[config.mk]
export PLATFORM = sky130hd
export DESIGN_NAME = song_sequencer
export DESIGN_NICKNAME = d
export VERILOG_FILES = /design/src/rtl/piano_pkg.sv /design/src/rtl/beat_timer.sv /design/src/rtl/song_sequencer.sv
export SDC_FILE = /design/constraint.sdc
export NUM_CORES = 1
export LEC_CHECK = 0
export ABC_CLOCK_PERIOD_IN_PS = 4600
export CAP_MARGIN = 30
export CORE_AREA = 2 2 77 79
export DETAILED_ROUTE_END_ITERATION = 6
export DIE_AREA = 0 0 79 81
export HOLD_SLACK_MARGIN = 0.08
export PLACE_DENSITY = 0.78
export SYNTH_ARGS = -nofsm -noshare
export SYNTH_HDL_FRONTEND = slang
export SYNTH_SLANG_ARGS = --single-unit
[constraint.sdc]
create_clock -name clk -period 4.6 [get_ports clk]
set_clock_uncertainty 0.05 [all_clocks]
set_input_delay 0.69 -clock clk [delete_from_list [all_inputs] [get_ports clk]]
set_output_delay 0.69 -clock clk [all_outputs]
set_load 0.01 [all_outputs]
[src/rtl/piano_pkg.sv]
// Shared definitions for the piano autoplay path: note codes, song ROM
// field positions and the sequencer state encoding.
package piano_pkg;

  localparam logic [3:0] NOTE_REST = 4'd0;
  localparam logic [3:0] NOTE_DO   = 4'd1;
  localparam logic [3:0] NOTE_RE   = 4'd2;
  localparam logic [3:0] NOTE_MI   = 4'd3;
  localparam logic [3:0] NOTE_FA   = 4'd4;
  localparam logic [3:0] NOTE_SO   = 4'd5;
  localparam logic [3:0] NOTE_LA   = 4'd6;
  localparam logic [3:0] NOTE_SI   = 4'd7;

  // Song ROM entry layout: [7:4] note code, [3:0] duration in beats
  localparam int NOTE_MSB = 7;
  localparam int NOTE_LSB = 4;
  localparam int DUR_MSB  = 3;
  localparam int DUR_LSB  = 0;

  typedef enum logic [2:0] {
    ST_IDLE,
    ST_FETCH,
    ST_LOAD,
    ST_PLAY,
    ST_GAP,
    ST_PAUSED
  } seq_state_t;

endpackage

[src/rtl/beat_timer.sv]
// Cycle/beat down-counter for one song entry. The cycle counter runs
// 0..beat_len-1 and each wrap consumes one beat; the articulation gap is
// carved out of the tail of the final beat so an entry stays dur beats long.
module beat_timer
  import piano_pkg::*;
#(
  parameter int CNT_W      = 32,
  parameter int GAP_CYCLES = 2_500_000
) (
  input  logic             clk,
  input  logic             rst,
  input  logic             clear,
  input  logic             load,
  input  logic [3:0]       dur,
  input  logic [CNT_W-1:0] beat_len,
  input  logic             freeze,
  output logic             tick,
  output logic             last_beat,
  output logic             gap_start
);

  logic [CNT_W-1:0] cyc_cnt;
  logic [3:0]       beat_cnt;

  // Load a new entry, otherwise advance the cycle count unless frozen
  always_ff @(posedge clk) begin
    if (rst || clear) begin
      cyc_cnt  <= '0;
      beat_cnt <= '0;
    end else if (load) begin
      cyc_cnt  <= '0;
      beat_cnt <= dur;
    end else if (!freeze) begin
      if (tick) begin
        cyc_cnt  <= '0;
        beat_cnt <= beat_cnt - 4'd1;
      end else begin
        cyc_cnt <= cyc_cnt + CNT_W'(1);
      end
    end
  end

  assign tick      = (cyc_cnt == beat_len - CNT_W'(1));
  assign last_beat = (beat_cnt == 4'd1);
  assign gap_start = last_beat &&
                     (cyc_cnt == beat_len - CNT_W'(GAP_CYCLES) - CNT_W'(1));

endmodule

[src/rtl/song_sequencer.sv]
// Autoplay sequencer: walks a song held in an external synchronous ROM and
// drives note/enable for the buzzer note generator, with an articulation
// gap after every entry plus start/stop/pause/loop control.
// Optional build macro TEMPO_CTRL_EN adds a per-entry tempo[1:0] input
// (0/3 = normal, 1 = half beat length, 2 = double beat length).
module song_sequencer
  import piano_pkg::*;
#(
  parameter int BEAT_CYCLES = 25_000_000,
  parameter int GAP_CYCLES  = 2_500_000,
  parameter int ADDR_W      = 6,
  parameter int CNT_W       = 32
) (
  input  logic              clk,
  input  logic              rst,
  input  logic              start,
  input  logic              stop,
  input  logic              pause,
  input  logic              loop_en,
`ifdef TEMPO_CTRL_EN
  input  logic [1:0]        tempo,
`endif
  output logic [ADDR_W-1:0] rom_addr,
  input  logic [7:0]        rom_data,
  output logic [3:0]        note,
  output logic              enable,
  output logic              busy,
  output logic              done,
  output logic [ADDR_W-1:0] song_idx
);

  seq_state_t       state;
  seq_state_t       resume_state;
  logic [CNT_W-1:0] beat_len;
  logic [CNT_W-1:0] entry_beat_len;
  logic [3:0]       rom_note;
  logic [3:0]       rom_dur;
  logic             timer_load;
  logic             timer_freeze;
  logic             tick;
  logic             last_beat;
  logic             gap_start;
  logic             gap_end;

  assign rom_note = rom_data[NOTE_MSB:NOTE_LSB];
  assign rom_dur  = rom_data[DUR_MSB:DUR_LSB];

`ifdef TEMPO_CTRL_EN
  // Pick this entry's beat length from the tempo input
  always_comb begin
    entry_beat_len = CNT_W'(BEAT_CYCLES);
    case (tempo)
      2'd1:    entry_beat_len = CNT_W'(BEAT_CYCLES / 2);
      2'd2:    entry_beat_len = CNT_W'(2 * BEAT_CYCLES);
      default: entry_beat_len = CNT_W'(BEAT_CYCLES);
    endcase
  end
`else
  assign entry_beat_len = CNT_W'(BEAT_CYCLES);
`endif

  // Timing only advances while sounding or in the gap, and never while paused
  assign timer_load   = (state == ST_LOAD) && (rom_dur != 4'd0);
  assign timer_freeze = !(((state == ST_PLAY) || (state == ST_GAP)) && !pause);
  assign gap_end      = last_beat && tick;

  beat_timer #(
    .CNT_W      (CNT_W),
    .GAP_CYCLES (GAP_CYCLES)
  ) u_beat_timer (
    .clk       (clk),
    .rst       (rst),
    .clear     (stop),
    .load      (timer_load),
    .dur       (rom_dur),
    .beat_len  (beat_len),
    .freeze    (timer_freeze),
    .tick      (tick),
    .last_beat (last_beat),
    .gap_start (gap_start)
  );

  // Playback FSM; stop behaves like reset on outputs but never pulses done
  always_ff @(posedge clk) begin
    if (rst || stop) begin
      state        <= ST_IDLE;
      resume_state <= ST_IDLE;
      rom_addr     <= '0;
      note         <= NOTE_REST;
      song_idx     <= '0;
      done         <= 1'b0;
      beat_len     <= '0;
    end else begin
      done <= 1'b0;
      case (state)
        ST_IDLE: begin
          if (start) begin
            rom_addr <= '0;
            state    <= ST_FETCH;
          end
        end
        ST_FETCH: begin
          state <= ST_LOAD;
        end
        ST_LOAD: begin
          if (rom_dur == 4'd0) begin
            rom_addr <= '0;
            if (loop_en) begin
              state <= ST_FETCH;
            end else begin
              state    <= ST_IDLE;
              done     <= 1'b1;
              note     <= NOTE_REST;
              song_idx <= '0;
            end
          end else begin
            note     <= rom_note;
            song_idx <= rom_addr;
            beat_len <= entry_beat_len;
            state    <= ST_PLAY;
          end
        end
        ST_PLAY: begin
          if (pause) begin
            resume_state <= ST_PLAY;
            state        <= ST_PAUSED;
          end else if (gap_start) begin
            state <= ST_GAP;
          end
        end
        ST_GAP: begin
          if (pause) begin
            resume_state <= ST_GAP;
            state        <= ST_PAUSED;
          end else if (gap_end) begin
            rom_addr <= rom_addr + ADDR_W'(1);
            state    <= ST_FETCH;
          end
        end
        ST_PAUSED: begin
          if (!pause) begin
            state <= resume_state;
          end
        end
        default: begin
          state <= ST_IDLE;
        end
      endcase
    end
  end

  assign busy   = (state != ST_IDLE);
  assign enable = (state == ST_PLAY) && (note != NOTE_REST) && !pause;

endmodule

==> results of run 1 <==
registers in the layout, summed over array words and instances, names as in the netlist:
signal,count
u_beat_timer.cyc_cnt,32
rom_addr,6
song_idx,6
note,4
u_beat_timer.beat_cnt,4
state,3
resume_state,2
beat_len,1
done,1
final cells by class:
| class | count | area share, % |
|---|---|---|
| Clock inverter | 5 | 1.45 |
| Inverter | 13 | 1.35 |
| Multi-Input combinational cell | 280 | 48.4 |
| Timing Repair Buffer | 36 | 9.63 |
| Sequential cell | 59 | 32.7 |
| Clock buffer | 11 | 3.91 |
| Tap cell | 75 | 2.60 |
cell usage after synthesis (2+ instances only):
| master | instances | area share, % |
|---|---|---|
| sky130_fd_sc_hd__and4_1 | 3 | 0.86 |
| sky130_fd_sc_hd__nor4b_1 | 2 | 0.57 |
| sky130_fd_sc_hd__nand3_1 | 21 | 3.4 |
| sky130_fd_sc_hd__buf_6 | 3 | 1.1 |
| sky130_fd_sc_hd__mux2_1 | 2 | 0.74 |
| sky130_fd_sc_hd__or3_1 | 7 | 1.4 |
| sky130_fd_sc_hd__nor3_1 | 11 | 1.8 |
| sky130_fd_sc_hd__o31ai_1 | 2 | 0.49 |
| sky130_fd_sc_hd__inv_1 | 13 | 1.6 |
| sky130_fd_sc_hd__nand4_1 | 5 | 1.0 |
| sky130_fd_sc_hd__o21a_1 | 2 | 0.49 |
| sky130_fd_sc_hd__nand4b_1 | 2 | 0.57 |
| sky130_fd_sc_hd__a21o_1 | 4 | 0.98 |
| sky130_fd_sc_hd__a22oi_1 | 11 | 2.7 |
| sky130_fd_sc_hd__a211oi_1 | 2 | 0.49 |
| sky130_fd_sc_hd__xor2_1 | 23 | 6.6 |
| sky130_fd_sc_hd__o21ai_1 | 3 | 0.49 |
| sky130_fd_sc_hd__or4_1 | 3 | 0.74 |
| sky130_fd_sc_hd__and3b_1 | 2 | 0.57 |
| sky130_fd_sc_hd__ha_1 | 4 | 1.6 |
| sky130_fd_sc_hd__dfxtp_1 | 59 | 39 |
| sky130_fd_sc_hd__nor2_1 | 64 | 7.9 |
| sky130_fd_sc_hd__nand2_1 | 32 | 3.9 |
| sky130_fd_sc_hd__clkbuf_1 | 9 | 1.1 |
| sky130_fd_sc_hd__xnor2_1 | 11 | 3.1 |
| sky130_fd_sc_hd__nor4_1 | 7 | 1.4 |
| sky130_fd_sc_hd__nand2b_1 | 3 | 0.61 |
| sky130_fd_sc_hd__and3_1 | 8 | 1.6 |
| sky130_fd_sc_hd__nor2b_1 | 2 | 0.41 |
| sky130_fd_sc_hd__nor3b_2 | 2 | 0.82 |
| sky130_fd_sc_hd__buf_1 | 2 | 0.25 |
| sky130_fd_sc_hd__a21oi_1 | 13 | 2.1 |
| sky130_fd_sc_hd__o21ai_0 | 6 | 0.98 |
path summary, 6_finish.rpt:
check | end | slack, ns | cells after the start
worst min-delay path | u_beat_timer.cyc_cnt[1] | 0.45 | 2
worst max-delay path | enable | 1.61 | 5
worst max register to register | u_beat_timer.cyc_cnt[24] | 1.74 | 7
worst min register to register | u_beat_timer.cyc_cnt[1] | 0.45 | 2
stage by stage:
step | instances | hold slack, ns
6_report | 479 | 0.448
3_5_place_dp | 462 | 0.442
3_3_place_gp | 462 | 0.416
5_1_grt | 479 | 0.460
2_1_floorplan | 367 | 0.402
4_1_cts | 478 | 0.451
kinds of logic after synthesis:
kind of cell	share of synthesized area (%)
flip-flops	38.6
AO/OA/AOI/OAI	14.8
buffers and inverters	4.29
XOR/XNOR	9.73
AND/OR/NAND/NOR	29.9
adder cells (fa/ha/maj)	1.64
multiplexers	1.06
power by group:
part	leakage (nW)	switching, mW	internal, mW
sequential	0.475	0.00402	0.512
clock	0.0991	0.208	0.262
combinational	0.646	0.0260	0.0229
layer usage:
metal,part of all wire [%],track usage [%]
met1,46,27.9
met2,48,33.7
met3,4.7,4.67
met4,1.4,10.9
met5,0,0
worst max-delay path, stage by stage:
cell and delay [ns]:
sky130_fd_sc_hd__clkdlybuf4s50_1 0.50, sky130_fd_sc_hd__inv_1 0.20, sky130_fd_sc_hd__nand3_1 0.12, sky130_fd_sc_hd__nor3_1 0.17, sky130_fd_sc_hd__clkdlybuf4s50_1 0.57
==> key figures, run 1 <==
Place
  – Post-DP Area: 0.00341 sq mm
  – Routability cong.: 0.841
  – Pre-CTS WS: 1.14 ns
  – Quantity of I/O buffers inserted on ports: 32
  – DP HPWL: 4.60 mm

Finish
  – Proportion of layout cells with a drive suffix above 1: 7.18%
  – Area overhead of the layout relative to synthesis: 18.1%
  – Most frequent cells in the layout: 64 x sky130_fd_sc_hd__nor2_1, 59 x sky130_fd_sc_hd__dfxtp_1, 32 x sky130_fd_sc_hd__nand2_1, 32 x sky130_fd_sc_hd__clkdlybuf4s50_1, 23 x sky130_fd_sc_hd__xor2_1
  – Footprint of the flip-flops and latches: 0.00118 sq mm
  – Fillcell total: 520
  – Ant diodes: 0
  – Post-layout util: 63.6%
  – Most frequent standard cell in the layout excluding fill and tap cells: sky130_fd_sc_hd__nor2_1
  – Summed area of non-filler cells in the final layout: 0.00361 sq mm
  – Nets: 417
  – Area used by multi-input combinational logic: 0.00175 sq mm

STA
  – Final period demand of the worst path: 2.99 ns
  – Crit share post-route: 65.0%
  – Highest clock frequency the design can meet: 334 MHz
  – Max-slew violation count: 0
  – Setup slack of the critical path after layout: 1.61 ns
  – Final count of hold timing violations: 0
  – Relative slew slack: 54.6%
  – Final setup fails: 0
  – Transition time at the pin with the least slew margin: 0.674 ns
  – TNS Setup: 0 ns
  – RSZ-0062 raised after global routing: no

Logic synthesis
  – Count of cell types in the netlist: 57
  – Mean area per synthesized cell: 8.34 sq um
  – Post-synthesis cell area: 0.00306 sq mm
  – Proportion of synthesized flip-flops having asynchronous set or reset: 0%
  – Sequential share of the synthesized area: 38.6%
  – Gate count after technology mapping: 367
  – Top_reg_cell synth: sky130_fd_sc_hd__dfxtp_1
  – Number of flops mapped to enable cells by yosys: 0
  – Count of state elements after synthesis: 59
  – Synthesized netlist net count: 385
  – Count of yosys warnings during synthesis: 0

Worst setup path
  – Critical path class: in -> out
  – Data arrival time of the worst path: 2.25 ns
  – Crit Reg-Reg Startpoint: beat_len[6]
  – Startpoint Class: input pin
  – Top fanout value on the critical path: 7
  – Setup crit end kind: primary output
  – Crit path from: pause
  – Critical path data required time: 3.86 ns

Routing
  – Post-detailed-route via-to-cell ratio: 5.59
  – First-pass iteration count of the detailed router: 4
  – Post-DRT Antenna Nets: 0
  – Via count: 2676
  – DRT iter0 DRCs: 136
  – Average routed wire per standard cell: 13.5 um
  – Post-Route WL: 6.46 mm
  – Number of DRC violations after detailed routing: 0

Clocking
  – H-tree depth: 3
  – Maximum root-to-sink buffer count: 2
  – Clock slew seen by the registers of the worst setup and hold paths: 0.06 ns
  – CTS root buf: sky130_fd_sc_hd__clkbuf_8
  – Total number of clock tree sinks: 59
  – Number of setup buffers added after CTS: 0
  – Clock buffer count from CTS: 9
  – Resize count post-CTS: 0
  – Hold buffer count at CTS: 0
  – Clock latency at the later pin of the worst-skew pair: 0.34 ns
  – TritonCTS clock tree: done

Min path
  – Worst hold path type: reg -> reg
  – Hold path start: u_beat_timer.cyc_cnt[1]

Run status
  – Run status: complete, no violations

Floorplan
  – Top-level port count: 33
  – Core region area: 0.00568 sq mm
  – Area of the die: 0.00640 sq mm
  – Overall die height: 81 um
  – Width of the die: 79 um
  – Starting density of the core: 53.9%
  – Cell Rows: 28

GRT
  – Wire length of the first global-routing pass: 10.7 mm
  – Overflow left after global routing: 0
  – Largest net degree at the start of global routing: 33
  – All-Layer GR Usage: 21.5%
  – Number of global-route vias before repair: 2417
  – Initial antenna violation count: 0

Power and ir drop
  – Cell area power density: 287 mW/mm^2
  – Worst-case vdd ir drop: 0.000187 V
  – Tot Pwr: 1.03 mW
  – Leakage power figure: 1.22 nW

Job
  – Max capacitance violation total: 0
(Power assumes the default switching activity.)
==> inputs of run 2 (changes only) <==
--- a/config.mk
+++ b/config.mk
@@ -5,13 +5,13 @@
 export SDC_FILE = /design/constraint.sdc
 export NUM_CORES = 1
 export LEC_CHECK = 0
-export ABC_CLOCK_PERIOD_IN_PS = 4600
+export ABC_CLOCK_PERIOD_IN_PS = 2700
 export CAP_MARGIN = 30
-export CORE_AREA = 2 2 77 79
+export CORE_AREA = 2 2 81 83
 export DETAILED_ROUTE_END_ITERATION = 6
-export DIE_AREA = 0 0 79 81
+export DIE_AREA = 0 0 83 85
 export HOLD_SLACK_MARGIN = 0.08
-export PLACE_DENSITY = 0.78
+export PLACE_DENSITY = 0.74
 export SYNTH_ARGS = -nofsm -noshare
 export SYNTH_HDL_FRONTEND = slang
 export SYNTH_SLANG_ARGS = --single-unit
==> constraint.sdc (replaced) <==
create_clock -name clk -period 2.7 [get_ports clk]
set_clock_uncertainty 0.05 [all_clocks]
set_input_delay 0.405 -clock clk [delete_from_list [all_inputs] [get_ports clk]]
set_output_delay 0.405 -clock clk [all_outputs]
set_load 0.01 [all_outputs]
==> run 2 against run 1 <==
Routed wire length increased by 6.8%; critical endpoint is now rom_addr[3]; design area increased by 3.9%; non-clock buffer count increased by 10; global-route usage decreased by 0.43 points; flip-flop and latch count unchanged; power increased by 88%; largest cell class unchanged; register-to-register slack got worse by 1.5 ns; largest power group is now clock.
==> key figures, run 2 (synthesis results as in run 1) <==
Floorplan
  – Overall die height: 85 um
  – Core region area: 0.00620 sq mm
  – Top-level port count: 33
  – Width of the die: 83 um
  – Cell Rows: 29
  – Starting density of the core: 49.3%
  – Area of the die: 0.00706 sq mm

Clocking
  – Maximum root-to-sink buffer count: 2
  – CTS root buf: sky130_fd_sc_hd__clkbuf_8
  – Hold buffer count at CTS: 0
  – TritonCTS clock tree: done
  – Clock slew seen by the registers of the worst setup and hold paths: 0.07 ns
  – Clock latency at the later pin of the worst-skew pair: 0.34 ns
  – Clock buffer count from CTS: 9
  – Total number of clock tree sinks: 59
  – Resize count post-CTS: 0
  – Number of setup buffers added after CTS: 0
  – H-tree depth: 3

GRT
  – All-Layer GR Usage: 21.0%
  – Initial antenna violation count: 0
  – Overflow left after global routing: 0
  – Number of global-route vias before repair: 2619
  – Wire length of the first global-routing pass: 12.1 mm
  – Largest net degree at the start of global routing: 33

STA
  – Max-slew violation count: 0
  – Setup slack of the critical path after layout: 0.203 ns
  – Transition time at the pin with the least slew margin: 0.540 ns
  – Final setup fails: 0
  – Final count of hold timing violations: 0
  – Highest clock frequency the design can meet: 400 MHz
  – Relative slew slack: 63.6%
  – Final period demand of the worst path: 2.50 ns
  – TNS Setup: 0 ns
  – Crit share post-route: 92.5%
  – RSZ-0062 raised after global routing: no

Min path
  – WHS Endpoint: u_beat_timer.cyc_cnt[1]
  – Worst hold stages: 2
  – Hold path start: u_beat_timer.cyc_cnt[1]
  – Worst hold path type: reg -> reg

Routing
  – DRT iter0 DRCs: 185
  – Post-Route WL: 6.90 mm
  – First-pass iteration count of the detailed router: 4
  – Number of DRC violations after detailed routing: 0
  – Via count: 2732
  – Post-detailed-route via-to-cell ratio: 5.56
  – Post-DRT Antenna Nets: 0
  – Average routed wire per standard cell: 14.0 um

Worst setup path
  – Setup crit end kind: flip-flop
  – Data arrival time of the worst path: 2.67 ns
  – Crit Reg-Reg Startpoint: u_beat_timer.cyc_cnt[15]
  – Register-to-register path setup slack: 0.20 ns
  – Top fanout value on the critical path: 8
  – Depth of the worst register-to-register path: 6
  – Startpoint Class: flip-flop
  – Delay contributed by the slowest stage of the critical path: 0.54 ns
  – Critical Path, Cell by Cell: or4b_4 > a2111oi_4 > o2111ai_4 > o21ai_4 > nand3_1 > mux2_1
  – Reg-to-reg endpoint: rom_addr[3]
  – Highest-delay cell along the critical path: sky130_fd_sc_hd__or4b_4
  – Critical path class: reg -> reg
  – Critical path data required time: 2.88 ns

Power and ir drop
  – Leakage power figure: 1.30 nW
  – Cell area power density: 519 mW/mm^2
  – Tot Pwr: 1.95 mW
  – Worst-case vdd ir drop: 0.000548 V

Finish
  – Register name with the most flops: u_beat_timer.cyc_cnt
  – Proportion of layout cells with a drive suffix above 1: 9.18%
  – Area overhead of the layout relative to synthesis: 22.7%
  – Most frequent standard cell in the layout excluding fill and tap cells: sky130_fd_sc_hd__nor2_1
  – Number of flip-flops in the largest register: 32
  – Fillcell total: 554
  – Largest registers: u_beat_timer.cyc_cnt x32, rom_addr x6, song_idx x6
  – Ant diodes: 0
  – Nets: 427
  – Most frequent cells in the layout: 64 x sky130_fd_sc_hd__nor2_1, 59 x sky130_fd_sc_hd__dfxtp_1, 32 x sky130_fd_sc_hd__nand2_1, 32 x sky130_fd_sc_hd__clkdlybuf4s50_1, 23 x sky130_fd_sc_hd__xor2_1

Place
  – Pre-CTS WS: 0.204 ns
  – Routability cong.: 0.848
  – DP HPWL: 4.97 mm
  – Quantity of I/O buffers inserted on ports: 32

Run status
  – Run status: complete, no violations

Job
  – Max capacitance violation total: 0
run 2: cell type report:
type                    instances  area [sq um]  area share (%)
clock inverters                 4          97.6            2.60
well taps                      77          96.3            2.57
multi-input cells             280          1750            46.5
clock buffers                  12           145            3.87
repair buffers                 46           438            11.7
inverters                      13          48.8            1.30
flip-flops and latches         59          1180            31.5
run 2: how the worst max path moves through the flow:
stage                                        start           to  slack [ns]
final                     u_beat_timer.cyc_cnt[15]  rom_addr[3]        0.20
after global placement    u_beat_timer.cyc_cnt[23]  rom_addr[2]        0.27
after CTS                 u_beat_timer.cyc_cnt[15]  rom_addr[3]        0.20
after global routing      u_beat_timer.cyc_cnt[15]  rom_addr[3]        0.08
after floorplan            u_beat_timer.cyc_cnt[6]  rom_addr[2]        0.33
after detailed placement               rom_data[0]  rom_addr[3]        0.20
run 2: routing by layer:
metal  routed length (um)  vias to the layer above  track usage (%)  part of all wire, %
met1                 3180                     1280             26.6                   46
li1                     -                     1373                -                    -
met5                    0                        -                0                    0
met2                 3310                       71             33.4                   48
met3                  341                        8             7.49                  4.9
met4                   71                        0             7.60                  1.0
run 2: metrics by stage:
step / instance area, sq um / hold WS, ns / util, % / std cells
after global placement: 3510 / 0.415 / 56.6 / 475
after CTS: 3750 / 0.437 / 60.5 / 491
after floorplan: 3060 / 0.402 / - / 367
final: 3750 / 0.439 / 60.5 / 491
after detailed placement: 3510 / 0.429 / 56.6 / 475
after global routing: 3750 / 0.477 / 60.5 / 491
run 2: where the power goes:
part	leakage [nW]	total (mW)	internal, mW	switching [mW]
Combinational	0.704	0.0947	0.0450	0.0497
Clock	0.117	0.978	0.639	0.339
Sequential	0.475	0.876	0.873	0.00349
Total	1.30	1.95	1.56	0.392
run 2: worst max-delay path, delay by kind of cell (launching register included):
family	cells	cell delay [ns]
AND/OR/NAND/NOR	2	0.67
multiplexers	1	0.33
flip-flops	1	0.36
AO/OA/AOI/OAI	3	0.97
